--- src/rtl/if_id_queue.sv ---
// IF->ID instruction queue: DEPTH-entry FIFO of {pc, inst, predictor sideband}.
// Define IF_ID_PRED_EN to store and forward the predictor sideband bits.
module if_id_queue #(
  parameter int unsigned DEPTH  = 4,
  parameter int unsigned ADDR_W = 32,
  parameter int unsigned INST_W = 32
) (
  input  logic                       clk,
  input  logic                       rst,
  input  logic                       flush,
  input  logic                       if_valid,
  input  logic [ADDR_W-1:0]          if_pc,
  input  logic [INST_W-1:0]          if_inst,
  input  logic                       pre_take_or_not_i,
  input  logic                       pre_sel_i,
  output logic                       if_ready,
  input  logic                       id_ready,
  output logic                       id_valid,
  output logic [ADDR_W-1:0]          id_pc,
  output logic [INST_W-1:0]          id_inst,
  output logic                       pre_take_or_not_o,
  output logic                       pre_sel_o,
  output logic [$clog2(DEPTH+1)-1:0] count
);

  localparam int unsigned PTR_W = $clog2(DEPTH);
  localparam int unsigned CNT_W = $clog2(DEPTH+1);

  logic [ADDR_W-1:0] pc_mem   [DEPTH];
  logic [INST_W-1:0] inst_mem [DEPTH];
  logic [PTR_W-1:0]  wr_ptr;
  logic [PTR_W-1:0]  rd_ptr;
  logic              push;
  logic              pop;

  assign if_ready = (count != CNT_W'(DEPTH));
  assign id_valid = (count != '0);
  assign push     = if_valid & if_ready;
  assign pop      = id_valid & id_ready;

  always_ff @(posedge clk) begin
    if (rst || flush) begin
      wr_ptr <= '0;
      rd_ptr <= '0;
      count  <= '0;
    end else begin
      if (push) wr_ptr <= wr_ptr + PTR_W'(1);
      if (pop)  rd_ptr <= rd_ptr + PTR_W'(1);
      case ({push, pop})
        2'b10:   count <= count + CNT_W'(1);
        2'b01:   count <= count - CNT_W'(1);
        default: count <= count;
      endcase
    end
  end

  // Payload needs no reset: it is only visible while count is non-zero.
  always_ff @(posedge clk) begin
    if (!rst && !flush && push) begin
      pc_mem[wr_ptr]   <= if_pc;
      inst_mem[wr_ptr] <= if_inst;
    end
  end

  always_comb begin
    id_pc   = '0;
    id_inst = '0;
    if (id_valid) begin
      id_pc   = pc_mem[rd_ptr];
      id_inst = inst_mem[rd_ptr];
    end
  end

`ifdef IF_ID_PRED_EN
  logic take_mem [DEPTH];
  logic sel_mem  [DEPTH];

  always_ff @(posedge clk) begin
    if (!rst && !flush && push) begin
      take_mem[wr_ptr] <= pre_take_or_not_i;
      sel_mem[wr_ptr]  <= pre_sel_i;
    end
  end

  always_comb begin
    pre_take_or_not_o = 1'b0;
    pre_sel_o         = 1'b0;
    if (id_valid) begin
      pre_take_or_not_o = take_mem[rd_ptr];
      pre_sel_o         = sel_mem[rd_ptr];
    end
  end
`else
  logic unused_pred;
  assign unused_pred       = pre_take_or_not_i ^ pre_sel_i;
  assign pre_take_or_not_o = 1'b0;
  assign pre_sel_o         = 1'b0;
`endif

endmodule

--- config.mk ---
export PLATFORM = sky130hd
export DESIGN_NAME = if_id_queue
export DESIGN_NICKNAME = d
export VERILOG_FILES = /design/src/rtl/if_id_queue.sv
export SDC_FILE = /design/constraint.sdc
export NUM_CORES = 1
export LEC_CHECK = 0
export BUFFER_PORTS_ARGS = -buffer_cell sky130_fd_sc_hd__buf_4
export CAP_MARGIN = 30
export CORE_MARGIN = 1
export CORE_UTILIZATION = 51
export CTS_CLUSTER_SIZE = 28
export DETAILED_ROUTE_END_ITERATION = 10
export PLACE_DENSITY = 0.75
export SLEW_MARGIN = 20
export SYNTH_ARGS = -nofsm -noshare
export SYNTH_HDL_FRONTEND = slang
export SYNTH_SLANG_ARGS = --single-unit
--- constraint.sdc ---
create_clock -name clk -period 2.55 [get_ports clk]
set_clock_uncertainty 0.2 [all_clocks]
set_input_delay 0.3825 -clock clk [delete_from_list [all_inputs] [get_ports clk]]
set_output_delay 0.3825 -clock clk [all_outputs]
set_load 0.05 [all_outputs]
-- Word-level counts from Yosys, hierarchy flattened
Memories as Yosys holds them, arrays and structs flattened. A register that Yosys moved wholly into a read port is not among the register bits.
Index checks and enable logic that the tools add are counted.
- flip-flop bits (word level): 7
- memory bits (writable): 256
- input port bits: 71
- output and inout port bits: 71
- word-level logic and storage cells: 30
- memories kept: 2
- $add $sub $neg: 4
- equal/unequal tests: 3
- mux-type cells: 9
- bitwise gates (word level): 2
- reduce and logical (&&, ||, !) cells: 7
- memory list (memory ; words ; bits a word ; read ports ; clocked after memory_dff ; wr ports ; line ; RTL):
    inst_mem ; 4 ; 32 ; 1 ; 1 ; 1 ; 30 ; logic [INST_W-1:0] inst_mem [DEPTH];
    pc_mem ; 4 ; 32 ; 1 ; 1 ; 1 ; 29 ; logic [ADDR_W-1:0] pc_mem [DEPTH];
- operator list (operator ; count):
    $mux 32 ; 2
    $mux 2 ; 4
    $pmux 3 s2 ; 1
    $add 2x1->2 const B ; 2
    $add 3x1->3 const B ; 1
    $ne 3x3->1 const B ; 1
    $reduce_bool 3->1 ; 1
    $sub 3x1->3 const B ; 1
    $and 1x1->1 ; 2
    $eq 2x1->1 const B ; 1
    $eq 2x2->1 const B ; 1
    $logic_and 1x1->1 ; 2
    $logic_not 1->1 ; 2
    $mux 1 ; 2
    $reduce_bool 2->1 ; 1
    $logic_or 1x1->1 ; 1

-- Logic depth before layout (Yosys ltp)
Gate-level depths: netlist of run 1.
- word-level depth: 5
- depth in mapped cells: 10
- depth with buffers taken out: 9

-- Least setup slack after synthesis of run 1
No wires, ideal clock.
- kind: reg-to-reg
- from: register count[2]
- to: register count[2]
- library setup time: 0.070 ns
- arrival time: 2.820 ns
- required time: 2.280 ns
- slack: -0.540 ns
- cell stages (with the launch flop): 11
- path buffers: 1
- clock period less this slack: 3.090 ns
- cell sequence: dfxtp_1 or3b_4 and2_4 buf_6 inv_1 ha_1 inv_1 fa_1 xor2_1 or3_2 a21oi_1
- word-level cells in the longest chain between the ends: 4
- elaborated cells on any way between the ends: 10
- classes of those cells: 2 x add/sub; 3 x eq/ne; 1 x mux; 2 x bitwise; 2 x reduce/logical
- ends and longest elaborated chain (element ; line ; RTL):
    start, declared ; 23 ; output logic [$clog2(DEPTH+1)-1:0] count
    start signal, assigned ; 50 ; 2'b10: count <= count + CNT_W'(1);
    start signal, assigned ; 51 ; 2'b01: count <= count - CNT_W'(1);
    start signal, assigned ; 52 ; default: count <= count;
    $ne 3x3->1 (*) ; 36 ; assign if_ready = (count != CNT_W'(DEPTH));
    named net if_ready ; 16 ; output logic if_ready,
    $and 1x1->1 (*) ; 38 ; assign push = if_valid & if_ready;
    $eq 2x1->1 / $eq 2x2->1 (equally long branches) ; 49 ; case ({push, pop})
    $pmux 3 s2 / $reduce_bool 2->1 (equally long branches) ; n/a ;
Mark *: on every way through the listed nets, which the timed path passes. The rest lies on a longest branch.
A chain may end at the register's enable or synchronous reset.

==> results.ini, run 1 <==
[min_path]
min_path_type=input pin to flip-flop
hold_depth=3

[final_layout]
finish.utilization=0.697
multi_input_area_um2=2330
final_common_cell=edfxtp_1
drive_gt1_frac=0.477
layout_common_cells=edfxtp_1, buf_4, and2_4, dlygate4sd3_1, mux4_2
syn_to_final_growth_pct=33.6
fin_cells=974
ff_latch_area_um2=7880
nets=764
fillers=1222

[timing]
final-hold-violation-count=0
slew_headroom=0.596
max_slew.worst_pin.slew_ps=598
fmax_mhz=376
setup_ws_ps=-108
min_period_ps=2660
rsz0062_at_grt=yes
slew_viol_final=0
setup_violations=64
tns_ps=-2690
period_share=1.04

[placed_design]
portBuffers=137
place_ws_ps=119
dp_hpwl_um=10800
dp_cells=855
gp_congestion=0.731

[logic_synthesis]
syn-cell-area_um2=10200
syn_inst=462
ys.warnings.count=0
synth_area_per_cell_um2=22.1
synth.area.mux_share=0.142
ys_seq_elements=265
synthAdderAreaFrac=0.00810
yosysSeqAreaShare=0.772
synth.distinct_cells=28
synth_xor_area_frac=0.00344
synth_compound_area_frac=0.00430
synth_top_family_by_area=multiplexers
synth-simple-area-share=0.0501

[clock_network]
tritoncts=done
root_buffer=clkbuf_16
cts_sinks=265
numCtsBuffers=27
clock_path_buffers=3
clkTransAtPathRegs_ps=60
h-tree-depth=1
clock_latency_ps=520

[floorplan]
pin_count=142
die_h_um=143
start_util=0.522
dieArea_um2=20600
die_w_um=143
core_region_area_um2=19500
rows=51

[setup_path]
critPathRequiredTime_ps=1970
worst_setup_path_start_kind=flip-flop
critPathKind=flip-flop to primary output
worstPathMaxFanout=7
critPathArrivalTime_ps=2080
r2r_cells=9
endpoint_kind=primary output

[grt]
grtUsageTotal=0.201
grt_overflow=0
grt_pass1_wl_um=30500
grt_antenna_before_repair=1
grt_pass1_vias=5668
grt_max_degree=47

[power]
power_density_nw_per_um2=677
leakage_nw=4.69
irDropWorstVdd_uv=445

[drt]
drt_iter0_drc=329
vias=5203
drc=0
drt-vias-per-instance=5.34
wl_um=20200
wl_per_cell_um=20.7
dr.pass1.iters=4
ant_nets=0

[flow_run]
maxCapViolCount=0

[run_status]
status=finished, violations left
violations=setup timing

==> path summary, 6_finish.rpt <==
check / from / endpoint / slack [ps]
max: flip-flop / id_inst[0] / -110
min: rst / count[2]$_SDFFE_PP0P_ / 20
max reg2reg: count[2]$_SDFFE_PP0P_ / count[2]$_SDFFE_PP0P_ / 100
min reg2reg: count[2]$_SDFFE_PP0P_ / count[2]$_SDFFE_PP0P_ / 340
==> stage by stage <==
stage | cell area (um^2) | hold WS (ps) | total power [mW]
finish | 13600 | 16.3 | 9.22
global route | 13600 | 27.9 | 9.51
CTS | 13600 | 8.10 | 9.30
detailed placement | 11700 | 323 | 5.63
global placement | 11700 | 277 | 5.61
floorplan | 10200 | 269 | 5.35
==> cells in the mapped netlist <==
library cell | instances | area, um^2
buf_2 | 5 | 25.0
conb_1 | 1 | 3.75
nand4_1 | 1 | 6.26
mux4_2 | 64 | 1440
dfxtp_1 | 9 | 180
xor2_1 | 4 | 35.0
clkbuf_1 | 9 | 33.8
or2_2 | 1 | 6.26
nor2_1 | 7 | 26.3
buf_4 | 3 | 22.5
or3_1 | 1 | 6.26
o31ai_2 | 1 | 12.5
a21oi_1 | 2 | 10.0
o21ai_0 | 1 | 5.00
and3_2 | 4 | 30.0
buf_6 | 8 | 90.1
o311ai_0 | 1 | 8.76
ha_1 | 5 | 62.6
and2_4 | 1 | 8.76
inv_1 | 7 | 26.3
or3_2 | 1 | 7.51
and2_1 | 64 | 400
fa_1 | 1 | 20.0
nand2_1 | 2 | 7.51
or3b_4 | 1 | 11.3
o31ai_1 | 1 | 7.51
mux2i_1 | 1 | 10.0
edfxtp_1 | 256 | 7690
==> where the power goes <==
group / switching, mW / internal (mW)
clock: 1.53 / 1.94
combinational: 0.487 / 0.423
sequential: 0.0157 / 4.82
total: 2.04 / 7.18
==> registers in the layout, indices dropped and copies added (netlist names), named ones only <==
| name | cells |
|---|---|
| rd_ptr | 2 |
| pc_mem | 128 |
| wr_ptr | 2 |
| count | 3 |
| inst_mem | 128 |
==> critical path, cell delays in order, from the launching register on <==
cell	delay (ps)
dfxtp_4	420
buf_12	140
buf_16	140
mux4_2	520
and2_4	180
buf_6	140
==> area by class of cell <==
cell class,count,area share
timing repair buffer,220,0.167
antenna,1,0.000184
tap,265,0.0244
multi-input combinational,166,0.171
sequential,265,0.579
inverter,7,0.00193
clock buffer,34,0.0516
clock inverter,16,0.00570
==> per-layer routing <==
layer,vias up,part of all wire,global-route usage
met4,0,0.013,0.0459
li1,2307,-,-
met1,2706,0.41,0.259
met3,24,0.055,0.0370
met5,-,0,0
met2,166,0.52,0.356
==> logic make-up after synthesis <==
logic type      count (synthesis)
compound gates                  6
xor+xnor                        4
fa+ha+maj                       6
buf+inv                        32
flops                         265
mux                            65
other cells                     1
simple gates                   83
==> repair_timing <==
action	CTS	global route
gates resized for setup	132	6
pin swaps	0	0
gates cloned	2	0
buffers inserted	1	0
hold endpoints to repair	257	0
hold buffers	65	0
endpoints found under the setup margin	64	64
(Power assumes the default switching activity.)
==> run 2: changes to the inputs <==
--- a/config.mk
+++ b/config.mk
@@ -8,10 +8,10 @@
 export BUFFER_PORTS_ARGS = -buffer_cell sky130_fd_sc_hd__buf_4
 export CAP_MARGIN = 30
 export CORE_MARGIN = 1
-export CORE_UTILIZATION = 51
+export CORE_UTILIZATION = 60
 export CTS_CLUSTER_SIZE = 28
 export DETAILED_ROUTE_END_ITERATION = 10
-export PLACE_DENSITY = 0.75
+export PLACE_DENSITY = 0.83
 export SLEW_MARGIN = 20
 export SYNTH_ARGS = -nofsm -noshare
 export SYNTH_HDL_FRONTEND = slang
==> constraint.sdc (replaced) <==
create_clock -name clk -period 3.26 [get_ports clk]
set_clock_uncertainty 0.2 [all_clocks]
set_input_delay 0.489 -clock clk [delete_from_list [all_inputs] [get_ports clk]]
set_output_delay 0.489 -clock clk [all_outputs]
set_load 0.05 [all_outputs]
==> results.ini, run 2 (synthesized netlist as in run 1, its figures left out) <==
[grt]
grt_max_degree=44  ; -6.4%
grt_pass1_vias=5673  ; +0.088%
grtUsageTotal=0.234  ; +0.0328
grt_pass1_wl_um=30800  ; +0.95%
grt_antenna_before_repair=0  ; -1
grt_overflow=0  ; unchanged

[floorplan]
start_util=0.615  ; +0.0926
dieArea_um2=17500  ; -15%
core_region_area_um2=16600  ; -15%
rows=47  ; -7.8%
pin_count=142  ; unchanged
die_h_um=132  ; -7.7%
die_w_um=132  ; -7.7%

[clock_network]
clock_path_buffers=3  ; unchanged
cts_resized=0  ; -100%
numCtsBuffers=26  ; -3.7%
clock_latency_ps=510  ; about the same
tritoncts=done
clkTransAtPathRegs_ps=60  ; about the same
root_buffer=clkbuf_16
h-tree-depth=1  ; unchanged
cts_sinks=265  ; unchanged

[timing]
fmax_mhz=327
slew_viol_final=0  ; unchanged
rsz0062_at_grt=no
slew_headroom=0.622  ; +0.0265
final-hold-violation-count=0  ; unchanged
period_share=0.938
max_slew.worst_pin.slew_ps=566  ; -32.2 ps
min_period_ps=3060
tns_ps=0  ; +2690 ps
setup_violations=0  ; -100%

[setup_path]
critPathRequiredTime_ps=2570  ; +600 ps
worst_setup_path_start_kind=flip-flop
critPathKind=flip-flop to primary output
reg2reg_slack_ps=470  ; +370 ps
crit_family=flip-flops
endpoint_kind=primary output
worstPathMaxFanout=22  ; +15
crit_chain=buf_4, mux4_2, and2_1, buf_4
critPathArrivalTime_ps=2370  ; +290 ps
path_buf_inv=2  ; -1
max_stage_delay_ps=650  ; +130 ps
worst_path_max_delay_cell=dfxtp_4
path_common_cell=buf_4

[final_layout]
syn_to_final_growth_pct=27.8
fin_cells=923  ; -5.2%
reg.largest.list=inst_mem x128, pc_mem x128, count x3
layout_common_cells=edfxtp_1, buf_4, mux4_2, and2_1, dlygate4sd3_1
nets=760  ; -0.52%
drive_gt1_frac=0.378  ; -0.0990
diodes=0  ; -1
fillers=869  ; -29%
final_common_cell=edfxtp_1

[flow_run]
maxCapViolCount=0  ; unchanged

[drt]
ant_nets=0  ; unchanged
drc=0  ; unchanged
vias=5224  ; +0.40%
drt-vias-per-instance=5.66  ; +6.0%
wl_per_cell_um=21.4  ; +3.0%
dr.pass1.iters=4  ; unchanged
wl_um=19700  ; -2.4%
drt_iter0_drc=357  ; +8.5%

[placed_design]
dp_cells=811  ; -5.1%
portBuffers=137  ; unchanged
gp_congestion=0.717  ; -1.9%
dp_hpwl_um=11300  ; +4.5%

[run_status]
status=finished clean

[power]
power_density_nw_per_um2=557  ; -18%
irDropWorstVdd_uv=450  ; +1.1%
leakage_nw=4.51  ; -3.7%

[min_path]
min_path_type=input pin to flip-flop

==> run 2: cell types whose count changed in the layout (fill, tap and decap cells not counted), sizes merged <==
| cell | change |
|---|---|
| clkinv | +2 |
| bufinv | +2 |
| inv | -1 |
| buf | -2 |
| diode | -1 |
| dlygate4sd3 | -1 |
| clkbuf | -5 |
==> run 2: path summary, 6_finish.rpt <==
| kind | from | endpoint | cells past startpoint |
|---|---|---|---|
| worst max register to register | count[2]$_SDFFE_PP0P_ | count[2]$_SDFFE_PP0P_ | 9 |
| worst min-delay path | if_valid | wr_ptr[1]$_SDFFE_PP0P_ | 3 |
| worst max-delay path | flip-flop | id_inst[23] | 4 |
| worst min register to register | wr_ptr[0]$_SDFFE_PP0P_ | wr_ptr[0]$_SDFFE_PP0P_ | 2 |
==> run 2: layout make-up <==
class                      instances  area (um^2)  share of cell area
clock buffer                      29          683              0.0525
clock inverter                    19          140              0.0108
inverter                           7         26.3             0.00202
multi-input combinational        166         2150               0.165
sequential                       265         7880               0.605
tap                              220          275              0.0211
timing repair buffer             217         1880               0.144
==> run 2: per-layer routing <==
| layer | vias up | track usage | wire [um] |
|---|---|---|---|
| li1 | 2291 | - | - |
| met1 | 2708 | 0.298 | 7740 |
| met2 | 195 | 0.420 | 10500 |
| met3 | 30 | 0.0438 | 1200 |
| met4 | 0 | 0.0530 | 293 |
| met5 | - | 0 | 0 |
==> run 2: where the power goes <==
part | total, mW | switching (mW) | internal (mW)
registers | 3.79 | 0.0164 | 3.77
logic | 0.610 | 0.358 | 0.252
clock network | 2.86 | 1.20 | 1.66
==> run 2: per-stage QoR <==
step / setup WS (ps) / power [mW] / util / cell area [um^2] / hold WS [ps]
detailed placement: 514 / 4.40 / 0.697 / 11600 / 304
CTS: 150 / 7.29 / 0.785 / 13000 / 51.4
global route: 64.8 / 7.46 / 0.785 / 13000 / 77.4
floorplan: 170 / 4.18 / - / 10200 / 269
global placement: 659 / 4.38 / 0.697 / 11600 / 276
finish: 202 / 7.25 / 0.785 / 13000 / 65.1
==> run 2: worst reg2reg max path: cells and delay by family, from the launching register on <==
kind,cells,cell delay [ps]
XOR/XNOR,1,170
adder cells (fa/ha/maj),2,600
AO/OA/AOI/OAI,1,150
buffers and inverters,2,140
AND/OR/NAND/NOR,3,1030
flip-flops,1,420
==> run 2: what timing repair did <==
item                      4_1_cts  5_1_grt
hold endpoints to repair      256        0
hold buffers                   64        0
buffers inserted                0        0
==> run 3: changes to the inputs <==
==> constraint.sdc (replaced) <==
create_clock -name clk -period 3.26 [get_ports clk]
set_clock_uncertainty 0.2 [all_clocks]
set_input_delay 0.489 -clock clk [delete_from_list [all_inputs] [get_ports clk]]
set_output_delay 0.489 -clock clk [all_outputs]
set_load 0.005 [all_outputs]
==> results.ini, run 3 (synthesized netlist as in run 1, its figures left out) <==
[run_status]
status=finished clean

[power]
irDropWorstVdd_uv=438  ; -2.5%
power_density_nw_per_um2=535  ; -4.0%
leakage_nw=4.47  ; -0.93%

[final_layout]
layout_common_cells=edfxtp_1, buf_4, mux4_2, and2_1, dlygate4sd3_1
stdcell_area_um2=13000  ; -0.48%
final_common_cell=edfxtp_1
syn_to_final_growth_pct=27.2
reg.largest.list=inst_mem x128, pc_mem x128, count x3
diodes=0  ; unchanged
finish.utilization=0.782  ; -0.00377
drive_gt1_frac=0.370  ; -0.00859
nets=756  ; -0.53%

[drt]
drc=0  ; unchanged
drt_iter0_drc=380  ; +6.4%
vias=5151  ; -1.4%
ant_nets=0  ; unchanged
wl_um=18800  ; -4.8%
dr.pass1.iters=4  ; unchanged
drt-vias-per-instance=5.63  ; -0.54%
wl_per_cell_um=20.5  ; -4.0%

[setup_path]
endpoint_kind=primary output
critPathKind=flip-flop to primary output
critPathArrivalTime_ps=2370  ; about the same
worstPathMaxFanout=38  ; +73%
crit_start=count[2]$_SDFFE_PP0P_
critPathRequiredTime_ps=2570  ; about the same
reg2reg_from=count[2]$_SDFFE_PP0P_
worst_setup_path_start_kind=flip-flop

[grt]
grt_max_degree=39  ; -11%
grt_overflow=0  ; unchanged
grt_pass1_wl_um=29600  ; -3.9%
grt_pass1_vias=5489  ; -3.2%
grt_antenna_before_repair=0  ; unchanged
grtUsageTotal=0.224  ; -0.00991

[timing]
max_slew.worst_pin.slew_ps=779  ; +213 ps
slew_headroom=0.480  ; -0.142
final-hold-violation-count=0  ; unchanged
slew_viol_final=0  ; unchanged
rsz0062_at_grt=no
setup_violations=0  ; unchanged
min_period_ps=3060  ; -2.19 ps
period_share=0.937  ; about the same
tns_ps=0  ; unchanged
holdWs_ps=98.9  ; +33.8 ps
fmax_mhz=327  ; about the same

[placed_design]
dp_hpwl_um=10600  ; -6.0%
gp_congestion=0.743  ; +3.6%
placed_cell_area_um2=11500  ; about the same
portBuffers=137  ; unchanged

[min_path]
hold_start=if_valid
min_path_type=input pin to flip-flop

[floorplan]
dieArea_um2=17500  ; unchanged
die_w_um=132  ; unchanged
start_util=0.615  ; unchanged
core_region_area_um2=16600  ; unchanged
die_h_um=132  ; unchanged
pin_count=142  ; unchanged
rows=47  ; unchanged

[clock_network]
numCtsBuffers=26  ; unchanged
clkTransAtPathRegs_ps=60  ; about the same
cts_setup_buffers=0  ; unchanged
cts_sinks=265  ; unchanged
cts_resized=0  ; unchanged
tritoncts=done
clock_latency_ps=510  ; about the same
cts_hold_buf=64  ; unchanged
h-tree-depth=1  ; unchanged
clock_path_buffers=3  ; unchanged
root_buffer=clkbuf_16

[flow_run]
maxCapViolCount=0  ; unchanged

==> run 3: final cells by class <==
type	count	area, um^2
sequential	265	7880
timing repair buffer	213	1870
clock inverter	11	72.6
inverter	7	26.3
fill	890	3620
clock buffer	33	698
multi-input combinational	166	2150
tap	220	275
==> run 3: where the power goes <==
group	internal, mW	total, mW	switching (mW)
Clock	1.58	2.72	1.14
Combinational	0.248	0.426	0.179
Sequential	3.77	3.79	0.0150
Total	5.59	6.93	1.34
==> run 3: final timing paths <==
kind | to | slack, ps | depth (start not counted)
max | id_inst[17] | 200 | 4
max reg2reg | count[2]$_SDFFE_PP0P_ | 350 | 9
min reg2reg | rd_ptr[1]$_SDFFE_PP0P_ | 340 | 2
min | wr_ptr[1]$_SDFFE_PP0P_ | 100 | 3
==> run 3: worst max-delay path, stage by stage (launching register included) <==
cell,delay (ps)
dfxtp_1,360
or3_2,870
buf_16,310
and2_1,170
buf_4,140
==> run 3: stage by stage <==
stage,std cells,power (mW),worst slack (ps)
finish,915,6.93,204
global route,915,7.14,108
CTS,915,6.97,192
detailed placement,807,4.22,412
global placement,806,4.19,653
floorplan,463,4.00,630
==> run 3: per-layer routing <==
layer	GRT usage	routed length [um]	vias to the layer above
met3	0.0465	966	30
li1	-	-	2286
met5	0	0	-
met2	0.390	9740	172
met1	0.293	7710	2663
met4	0.0549	349	0
